### config.mk
export PLATFORM = sky130hd
export DESIGN_NAME = mem_port_arbiter
export DESIGN_NICKNAME = d
export VERILOG_FILES = /design/src/rtl/mem_port_arbiter.sv
export SDC_FILE = /design/constraint.sdc
export NUM_CORES = 1
export LEC_CHECK = 0
export CAP_MARGIN = 5
export CORE_AREA = 10 10 130 132
export DETAILED_ROUTE_END_ITERATION = 10
export DIE_AREA = 0 0 140 142
export PLACE_DENSITY = 0.74
export SLEW_MARGIN = 10
export SYNTH_ARGS = -nofsm -noshare
export SYNTH_HDL_FRONTEND = slang
export SYNTH_SLANG_ARGS = --single-unit
### constraint.sdc
create_clock -name clk -period 1.95 [get_ports clk]
set_input_delay 0.195 -clock clk [delete_from_list [all_inputs] [get_ports clk]]
set_output_delay 0.195 -clock clk [all_outputs]
set_load 0.01 [all_outputs]
### src/rtl/mem_port_arbiter.sv
// mem_port_arbiter
// Shares one single-port synchronous RAM between the instruction-fetch port
// (IF, read only) and the load/store port (LS, read or write). One command is
// outstanding at a time: arbitrate in IDLE, drive the RAM for one cycle in
// ISSUE, count out the RAM read latency in WAIT, and pulse rvalid in RESP.
//
// Ports
//   clk, rst            clock, async active-low reset
//   if_req/if_addr      IF read request (held until if_gnt)
//   if_gnt/if_rvalid    IF issue pulse / read-data-valid pulse
//   if_rdata            IF read data, held until the next if_rvalid
//   ls_req/ls_we/ls_addr/ls_wdata/ls_be   LS command (held until ls_gnt)
//   ls_gnt/ls_rvalid    LS issue pulse / read-data-valid pulse (reads only)
//   ls_rdata            LS read data, held until the next ls_rvalid
//   mem_en/mem_we/mem_be/mem_addr/mem_wdata/mem_rdata   RAM interface
//   busy                high whenever the FSM is not in IDLE
//
// state | meaning
// ------+---------------------------------------------------------------
// IDLE  | arbitrate; latch winner's command
// ISSUE | mem_en for one cycle, owner's gnt pulses
// WAIT  | lat_cnt counts down to 0, then mem_rdata is captured
// RESP  | owner's rvalid pulses for one cycle
module mem_port_arbiter #(
  parameter int AW         = 8,
  parameter int DW         = 32,
  parameter int RD_LAT     = 1,
  parameter int STARVE_MAX = 4
) (
  input  logic          clk,
  input  logic          rst,
  input  logic          if_req,
  input  logic [AW-1:0] if_addr,
  output logic          if_gnt,
  output logic          if_rvalid,
  output logic [DW-1:0] if_rdata,
  input  logic          ls_req,
  input  logic          ls_we,
  input  logic [AW-1:0] ls_addr,
  input  logic [DW-1:0] ls_wdata,
  input  logic [3:0]    ls_be,
  output logic          ls_gnt,
  output logic          ls_rvalid,
  output logic [DW-1:0] ls_rdata,
  output logic          mem_en,
  output logic          mem_we,
  output logic [3:0]    mem_be,
  output logic [AW-1:0] mem_addr,
  output logic [DW-1:0] mem_wdata,
  input  logic [DW-1:0] mem_rdata,
  output logic          busy
);

  typedef enum logic [1:0] {S_IDLE, S_ISSUE, S_WAIT, S_RESP} state_t;
  typedef enum logic [1:0] {OWN_NONE, OWN_IF, OWN_LS} owner_t;

  state_t        state, state_nxt;
  owner_t        owner, owner_nxt;
  logic [1:0]    lat_cnt, lat_nxt;
  logic [3:0]    starve_cnt, starve_nxt;
  logic          take_if, take_ls, capture, ls_wins;

  logic          cmd_we;
  logic [3:0]    cmd_be;
  logic [AW-1:0] cmd_addr;
  logic [DW-1:0] cmd_wdata;

  always_ff @(posedge clk or negedge rst) begin
    if (!rst) begin
      state      <= S_IDLE;
      owner      <= OWN_NONE;
      lat_cnt    <= '0;
      starve_cnt <= '0;
    end else begin
      state      <= state_nxt;
      owner      <= owner_nxt;
      lat_cnt    <= lat_nxt;
      starve_cnt <= starve_nxt;
    end
  end

  always_comb begin
    state_nxt  = state;
    owner_nxt  = owner;
    lat_nxt    = lat_cnt;
    starve_nxt = starve_cnt;
    take_if    = 1'b0;
    take_ls    = 1'b0;
    capture    = 1'b0;
    ls_wins    = 1'b0;
    if_gnt     = 1'b0;
    ls_gnt     = 1'b0;
    if_rvalid  = 1'b0;
    ls_rvalid  = 1'b0;
    mem_en     = 1'b0;
    mem_we     = 1'b0;
    case (state)
      S_IDLE: begin
        ls_wins = ls_req && !(if_req && starve_cnt == 4'(STARVE_MAX));
        take_ls = ls_wins;
        take_if = !ls_wins && if_req;
        // LS can only win against a pending IF while starve_cnt < STARVE_MAX,
        // so the increment below saturates by construction.
        if (take_ls && if_req) starve_nxt = starve_cnt + 4'd1;
        else                   starve_nxt = '0;
        if (take_ls || take_if) begin
          state_nxt = S_ISSUE;
          owner_nxt = take_ls ? OWN_LS : OWN_IF;
        end
      end
      S_ISSUE: begin
        mem_en = 1'b1;
        mem_we = cmd_we;
        if_gnt = (owner == OWN_IF);
        ls_gnt = (owner == OWN_LS);
        if (cmd_we) begin
          state_nxt = S_IDLE;
          owner_nxt = OWN_NONE;
        end else begin
          state_nxt = S_WAIT;
          lat_nxt   = 2'(RD_LAT - 1);
        end
      end
      S_WAIT: begin
        if (lat_cnt == 2'd0) begin
          capture   = 1'b1;
          state_nxt = S_RESP;
        end else begin
          lat_nxt = lat_cnt - 2'd1;
        end
      end
      S_RESP: begin
        if_rvalid = (owner == OWN_IF);
        ls_rvalid = (owner == OWN_LS);
        state_nxt = S_IDLE;
        owner_nxt = OWN_NONE;
      end
      default: begin
        state_nxt = S_IDLE;
        owner_nxt = OWN_NONE;
      end
    endcase
  end

  // Command latch doubles as the RAM address/data/be drivers, so those pins
  // hold their last value between accesses. IF write data is never used, so
  // an IF grant leaves cmd_wdata untouched.
  always_ff @(posedge clk or negedge rst) begin
    if (!rst) begin
      cmd_we    <= 1'b0;
      cmd_be    <= '0;
      cmd_addr  <= '0;
      cmd_wdata <= '0;
      if_rdata  <= '0;
      ls_rdata  <= '0;
    end else begin
      if (take_ls) begin
        cmd_we    <= ls_we;
        cmd_be    <= ls_be;
        cmd_addr  <= ls_addr;
        cmd_wdata <= ls_wdata;
      end else if (take_if) begin
        cmd_we   <= 1'b0;
        cmd_be   <= 4'hF;
        cmd_addr <= if_addr;
      end
      if (capture) begin
        if (owner == OWN_IF) if_rdata <= mem_rdata;
        if (owner == OWN_LS) ls_rdata <= mem_rdata;
      end
    end
  end

  assign mem_be    = cmd_be;
  assign mem_addr  = cmd_addr;
  assign mem_wdata = cmd_wdata;
  assign busy      = (state != S_IDLE);

endmodule

* After elaboration in Yosys (flattened, before gate mapping) *
Index checks and enable logic that the tools add are counted.

cells by class
  order comparisons = 0
  $add $sub $neg = 2
  shifts and indexed selects = 0
  equality and inequality tests = 11
  mux-type cells = 28
  bitwise operators = 0
  multiply operators = 0
  reductions and logical operators = 18
  divide/modulo/power cells = 0

operators with widths
  operator               number
  $mux W2                8
  $mux W8                2
  $mux W1                12
  $mux W4                3
  $ne A2 B2 Y1 const B   5
  $pmux W2 S4            1
  $eq A2 B2 Y1 const B   3
  $pmux W2 S3            1
  $reduce_and A2 Y1      3
  $reduce_and A3 Y1      2
  $reduce_bool A2 Y1     3
  $add A4 B1 Y4 const B  1
  $eq A2 B1 Y1 const B   2
  $eq A4 B3 Y1 const B   1
  $logic_and A1 B1 Y1    4
  $logic_not A2 Y1       2
  $pmux W2 S2            1
  $reduce_bool A3 Y1     1
  $logic_not A1 Y1       2
  $sub A2 B1 Y2 const B  1
  $logic_or A1 B1 Y1     1

word-level totals
  latch bits = 0
  bits in registers = 119
  output and inout bits = 115
  bits in writable memories = 0
  logic and storage cells = 69
  ROM bits = 0
  memories = 0
  bits of input ports = 89

* Depth between registers and ports, before layout *
  depth in word-level cells = 9
  gate-level depth with buffers = 7
  mapped depth without buffers = 5

* Worst setup path before layout *
OpenSTA, ideal clock, no wires.

  path type = register -> register
  start point = reg starve_cnt[0]
  end point = reg cmd_wdata[17] (netlist: mem_wdata[17])
  setup slack = 370 ps
  required time = 1825 ps
  clock period less this slack = 1580 ps
  arrival = 1455 ps
  path buffers = 2
  cell stages (with the launch flop) = 8
  library setup time = 125 ps
  cells stage by stage = dfrtp_1 > inv_1 > ha_1 > nand4b_1 > nand3_2 > buf_6 > buf_6 > mux2_4

on the way
  word-level cells in the longest chain between the ends = 5

ends and longest elaborated chain
  element                   RTL line  RTL
  start: declaration        60        logic [3:0] starve_cnt, starve_nxt;
  start signal: assignment  78        starve_cnt <= starve_nxt;
  $eq A4 B3 Y1              99        ls_wins = ls_req && !(if_req && starve_cnt == 4'(STARVE_MAX));
  $logic_and A1 B1 Y1       99
  $logic_not A1 Y1          99
  $logic_and A1 B1 Y1       99
  $mux W1                   97        case (state)
  end signal: assignment    161       cmd_wdata <= ls_wdata;
  end: declaration          66        logic [DW-1:0] cmd_wdata;

Every way passes these cells.
A chain may end at the register's enable or synchronous reset.

* Final worst setup path *
  start point = reg state[0]
  end point = out busy

on the way
  word-level cells in the longest chain between the ends = 1

ends and longest elaborated chain
  element                   RTL line  RTL
  start: declaration        57        state_t state, state_nxt;
  start signal: assignment  75        state <= state_nxt;
  $reduce_bool A2 Y1        177       assign busy = (state != S_IDLE);
  end: declaration          51        output logic busy

Every way passes these cells.

==> load_flow_metrics.sql <==
INSERT INTO impl_metrics (metric_group, metric, value, unit) VALUES
('run_status', 'status', 'completed', ''),
('final_layout', 'most-common-layout-cells', 'clkdlybuf4s50_1 (196), dfrtp_1 (119), mux2_2 (77)', ''),
('route', 'drt_first_iter_violations', '160', ''),
('critical_path', 'reg2reg_to', 'mem_wdata[4]', ''),
('floorplanning', 'die_area', '19880', 'um^2'),
('pwr', 'total_leakage_power', '3.352', 'nW'),
('worst_hold_path', 'hold_path.class', 'in2reg', ''),
('flow_run', 'max-cap-violations', '0', ''),
('clocking', 'worst_skew_pair_latency', '0.41', 'ns'),
('synthesis', 'synth_fa_ha_area_share', '0.7688', '%'),
('synthesis', 'muxShareOfSynthArea', '23.42', '%'),
('sta', 'setup_viol', '0', ''),
('floorplanning', 'x_dimension_of_the_die', '140', 'um'),
('critical_path', 'worst-r2r-setup-slack', '0.20', 'ns'),
('route', 'routed_wire_length', '13830', 'um'),
('critical_path', 'critical_path_arrival', '1.69', 'ns'),
('synthesis', 'simple_gate_area_share_of_the_yosys_netlist', '5.561', '%'),
('final_layout', 'finalCoreUtilization', '54.08', '%'),
('final_layout', 'leading_cell_type_in_the_layout_fill_and_taps_excluded', 'clkdlybuf4s50_1', ''),
('global_route', 'grt_first_pass_wirelength', '21730', 'um'),
('floorplanning', 'io-pin-count', '204', ''),
('synthesis', 'synth.cell_area', '4882', 'um^2'),
('critical_path', 'worst_setup_path_startpoint', 'state[0]', ''),
('sta', 'unrepaired_setup_endpoints_after_global_routing', 'false', ''),
('route', 'drt_first_pass_iters', '4', ''),
('sta', 'setup-tns-final', '0', 'ns'),
('final_layout', 'num-nets-final', '646', ''),
('global_route', 'use_met2', '22.54', '%'),
('synthesis', 'post_synth_xor_area_fraction', '0', '%'),
('synthesis', 'synth_top_family_by_area', 'multiplexers', ''),
('critical_path', 'crit_end', 'busy', ''),
('critical_path', 'crit_path_end_kind', 'output pin', ''),
('global_route', 'global_route_usage_over_all_layers', '13.78', '%'),
('pwr', 'highest_ir_drop_seen_on_vdd', '691.1', 'uV'),
('final_layout', 'drive_above_1_share', '25.04', '%'),
('pwr', 'p_per_area', '1701', 'nW/um^2'),
('synthesis', 'synthesis.instances', '337', ''),
('global_route', 'grt_antenna_before_repair', '0', ''),
('floorplanning', 'chipHeight', '142', 'um'),
('clocking', 'worst_setup_hold_path_clk_slew', '0.05', 'ns'),
('synthesis', 'flip_flop_and_latch_count_after_synthesis', '119', ''),
('global_route', 'global_route.overflow_total', '0', ''),
('critical_path', 'crit_path_start_kind', 'flip-flop', ''),
('clocking', 'number_of_clock_sinks', '119', ''),
('global_route', 'grt_start_max_net_pins', '120', ''),
('clocking', 'cts_tree', 'yes', ''),
('sta', 'drv_slew', '0', ''),
('clocking', 'numCtsBuffers', '17', ''),
('synthesis', 'syn_area_per_cell', '14.49', 'um^2'),
('global_route', 'grtUsageMet1', '15.22', '%'),
('clocking', 'h-tree-depth', '4', ''),
('synthesis', 'post_synth_num_cell_types', '37', ''),
('place', 'io_buffers', '203', ''),
('route', 'routedWlPerCell', '18.42', 'um'),
('critical_path', 'reg2reg_from', 'starve_cnt[0]', ''),
('route', 'detail_route.vias_per_cell', '4.751', ''),
('sta', 'worst_pin_slew', '0.6436', 'ns'),
('floorplanning', 'initial_utilization', '34.11', '%'),
('clocking', 'clock_tree.buffer_depth', '2', ''),
('final_layout', 'area_growth_syn_to_layout', '58.56', '%'),
('sta', 'report.final.hold_viol_count', '0', ''),
('sta', 'slew_headroom', '57.09', '%'),
('clocking', 'cts-root-buf', 'clkbuf_16', ''),
('critical_path', 'setup.worst_path.class', 'reg2out', ''),
('global_route', 'global_route.peak_usage_layer', 'met2', ''),
('route', 'detail-route-antenna-nets', '0', ''),
('synthesis', 'net_count_of_the_mapped_netlist', '429', ''),
('sta', 'layout_worst_path_cycle_share', '96.58', '%'),
('synthesis', 'compound_gate_portion_of_the_synthesized_area', '5.382', '%'),
('final_layout', 'nFillCells', '1215', ''),
('pwr', 'fin_total_pwr', '13.17', 'mW');
per-stage QoR:
stage / setup slack (ns) / hold slack (ns) / area (um^2) / cells
detailed placement: 0.1855 / 0.3410 / 7123 / 717
CTS: 0.008166 / 0.3529 / 7725 / 751
global route: 0.02013 / 0.3856 / 7741 / 751
floorplan: 0.3703 / -0.1006 / 4882 / 337
global placement: 0.2566 / 0.3353 / 7123 / 717
finish: 0.06664 / 0.3695 / 7741 / 751
timing repair:
action	CTS	global route
setup endpoints to repair	5	6
hold buffers	1	0
pin swaps	1	0
endpoints found under the hold margin	119	0
cloned	0	0
resized for setup	3	6
setup buffers	1	0
area by class of cell:
class	instances	area [um^2]	area share, %
Multi-Input combinational cell	189	1718	22.19
Timing Repair Buffer	215	2187	28.25
Sequential cell	119	2978	38.47
Clock inverter	11	122.6	1.584
Tap cell	184	230.2	2.974
Inverter	12	45.04	0.5819
Clock buffer	21	460.4	5.948
layer usage:
layer	share of wire, %	wire length, um
met1	40	5557
met2	49	6752
met3	9.7	1342
met4	1.3	177
met5	0	0
worst max-delay path, cell delays in order (launching register included):
cell             delay, ns
dfrtp_1               0.44
buf_6                 0.18
nor2_4                0.04
inv_1                 0.08
clkdlybuf4s50_1       0.54
logic make-up (layout without fill, tap and decap cells):
kind of cell	Yosys count	count (layout)
AO/OA/AOI/OAI	37	37
adder cells (fa/ha/maj)	3	3
buffers and inverters	29	259
flip-flops	119	119
multiplexers	97	97
AND/OR/NAND/NOR	52	52
cell usage after synthesis, drive strengths merged:
cell type / n / share of area [%]
and2: 2 / 0.26
nand2: 6 / 0.46
o311ai: 1 / 0.18
a21oi: 10 / 1.0
dfrtp: 119 / 61
inv: 12 / 0.92
nand3: 4 / 0.51
a21boi: 1 / 0.23
nor3: 2 / 0.21
clkbuf: 2 / 0.15
a221o: 1 / 0.21
o21ai: 6 / 0.62
nand4: 1 / 0.13
nand3b: 2 / 0.38
o22a: 4 / 0.72
nor4b: 1 / 0.18
a211o: 1 / 0.18
mux2i: 1 / 0.21
buf: 15 / 2.8
a311oi: 1 / 0.18
ha: 3 / 0.77
nor2b: 1 / 0.13
or2: 1 / 0.13
o22ai: 2 / 0.26
nand4b: 1 / 0.18
mux2: 96 / 23
nand2b: 3 / 0.38
nor2: 28 / 2.6
a221oi: 9 / 1.6
o32ai: 1 / 0.18
sequential cells by signal, summed over array words and instances (netlist names), named ones only:
signal,cells
mem_wdata,32
cmd_we,1
starve_cnt,4
mem_addr,8
if_rdata,32
ls_rdata,32
lat_cnt,2
mem_be,4
owner,2
state,1
power by group:
part	internal, mW	leakage, nW	switching [mW]
Clock	1.95	0.288	1.09
Combinational	3.49	1.63	2.26
Sequential	3.68	1.43	0.698
worst min path at each step:
| stage | endpoint | from |
|---|---|---|
| after floorplan | async pin | rst |
| after global placement | if_rdata[27] | rst |
| after detailed placement | if_rdata[27] | rst |
| after CTS | cmd_we | ls_we |
| after global routing | cmd_we | ls_we |
| final | cmd_we | ls_we |
Note: power is estimated with default switching activity, not from simulation.
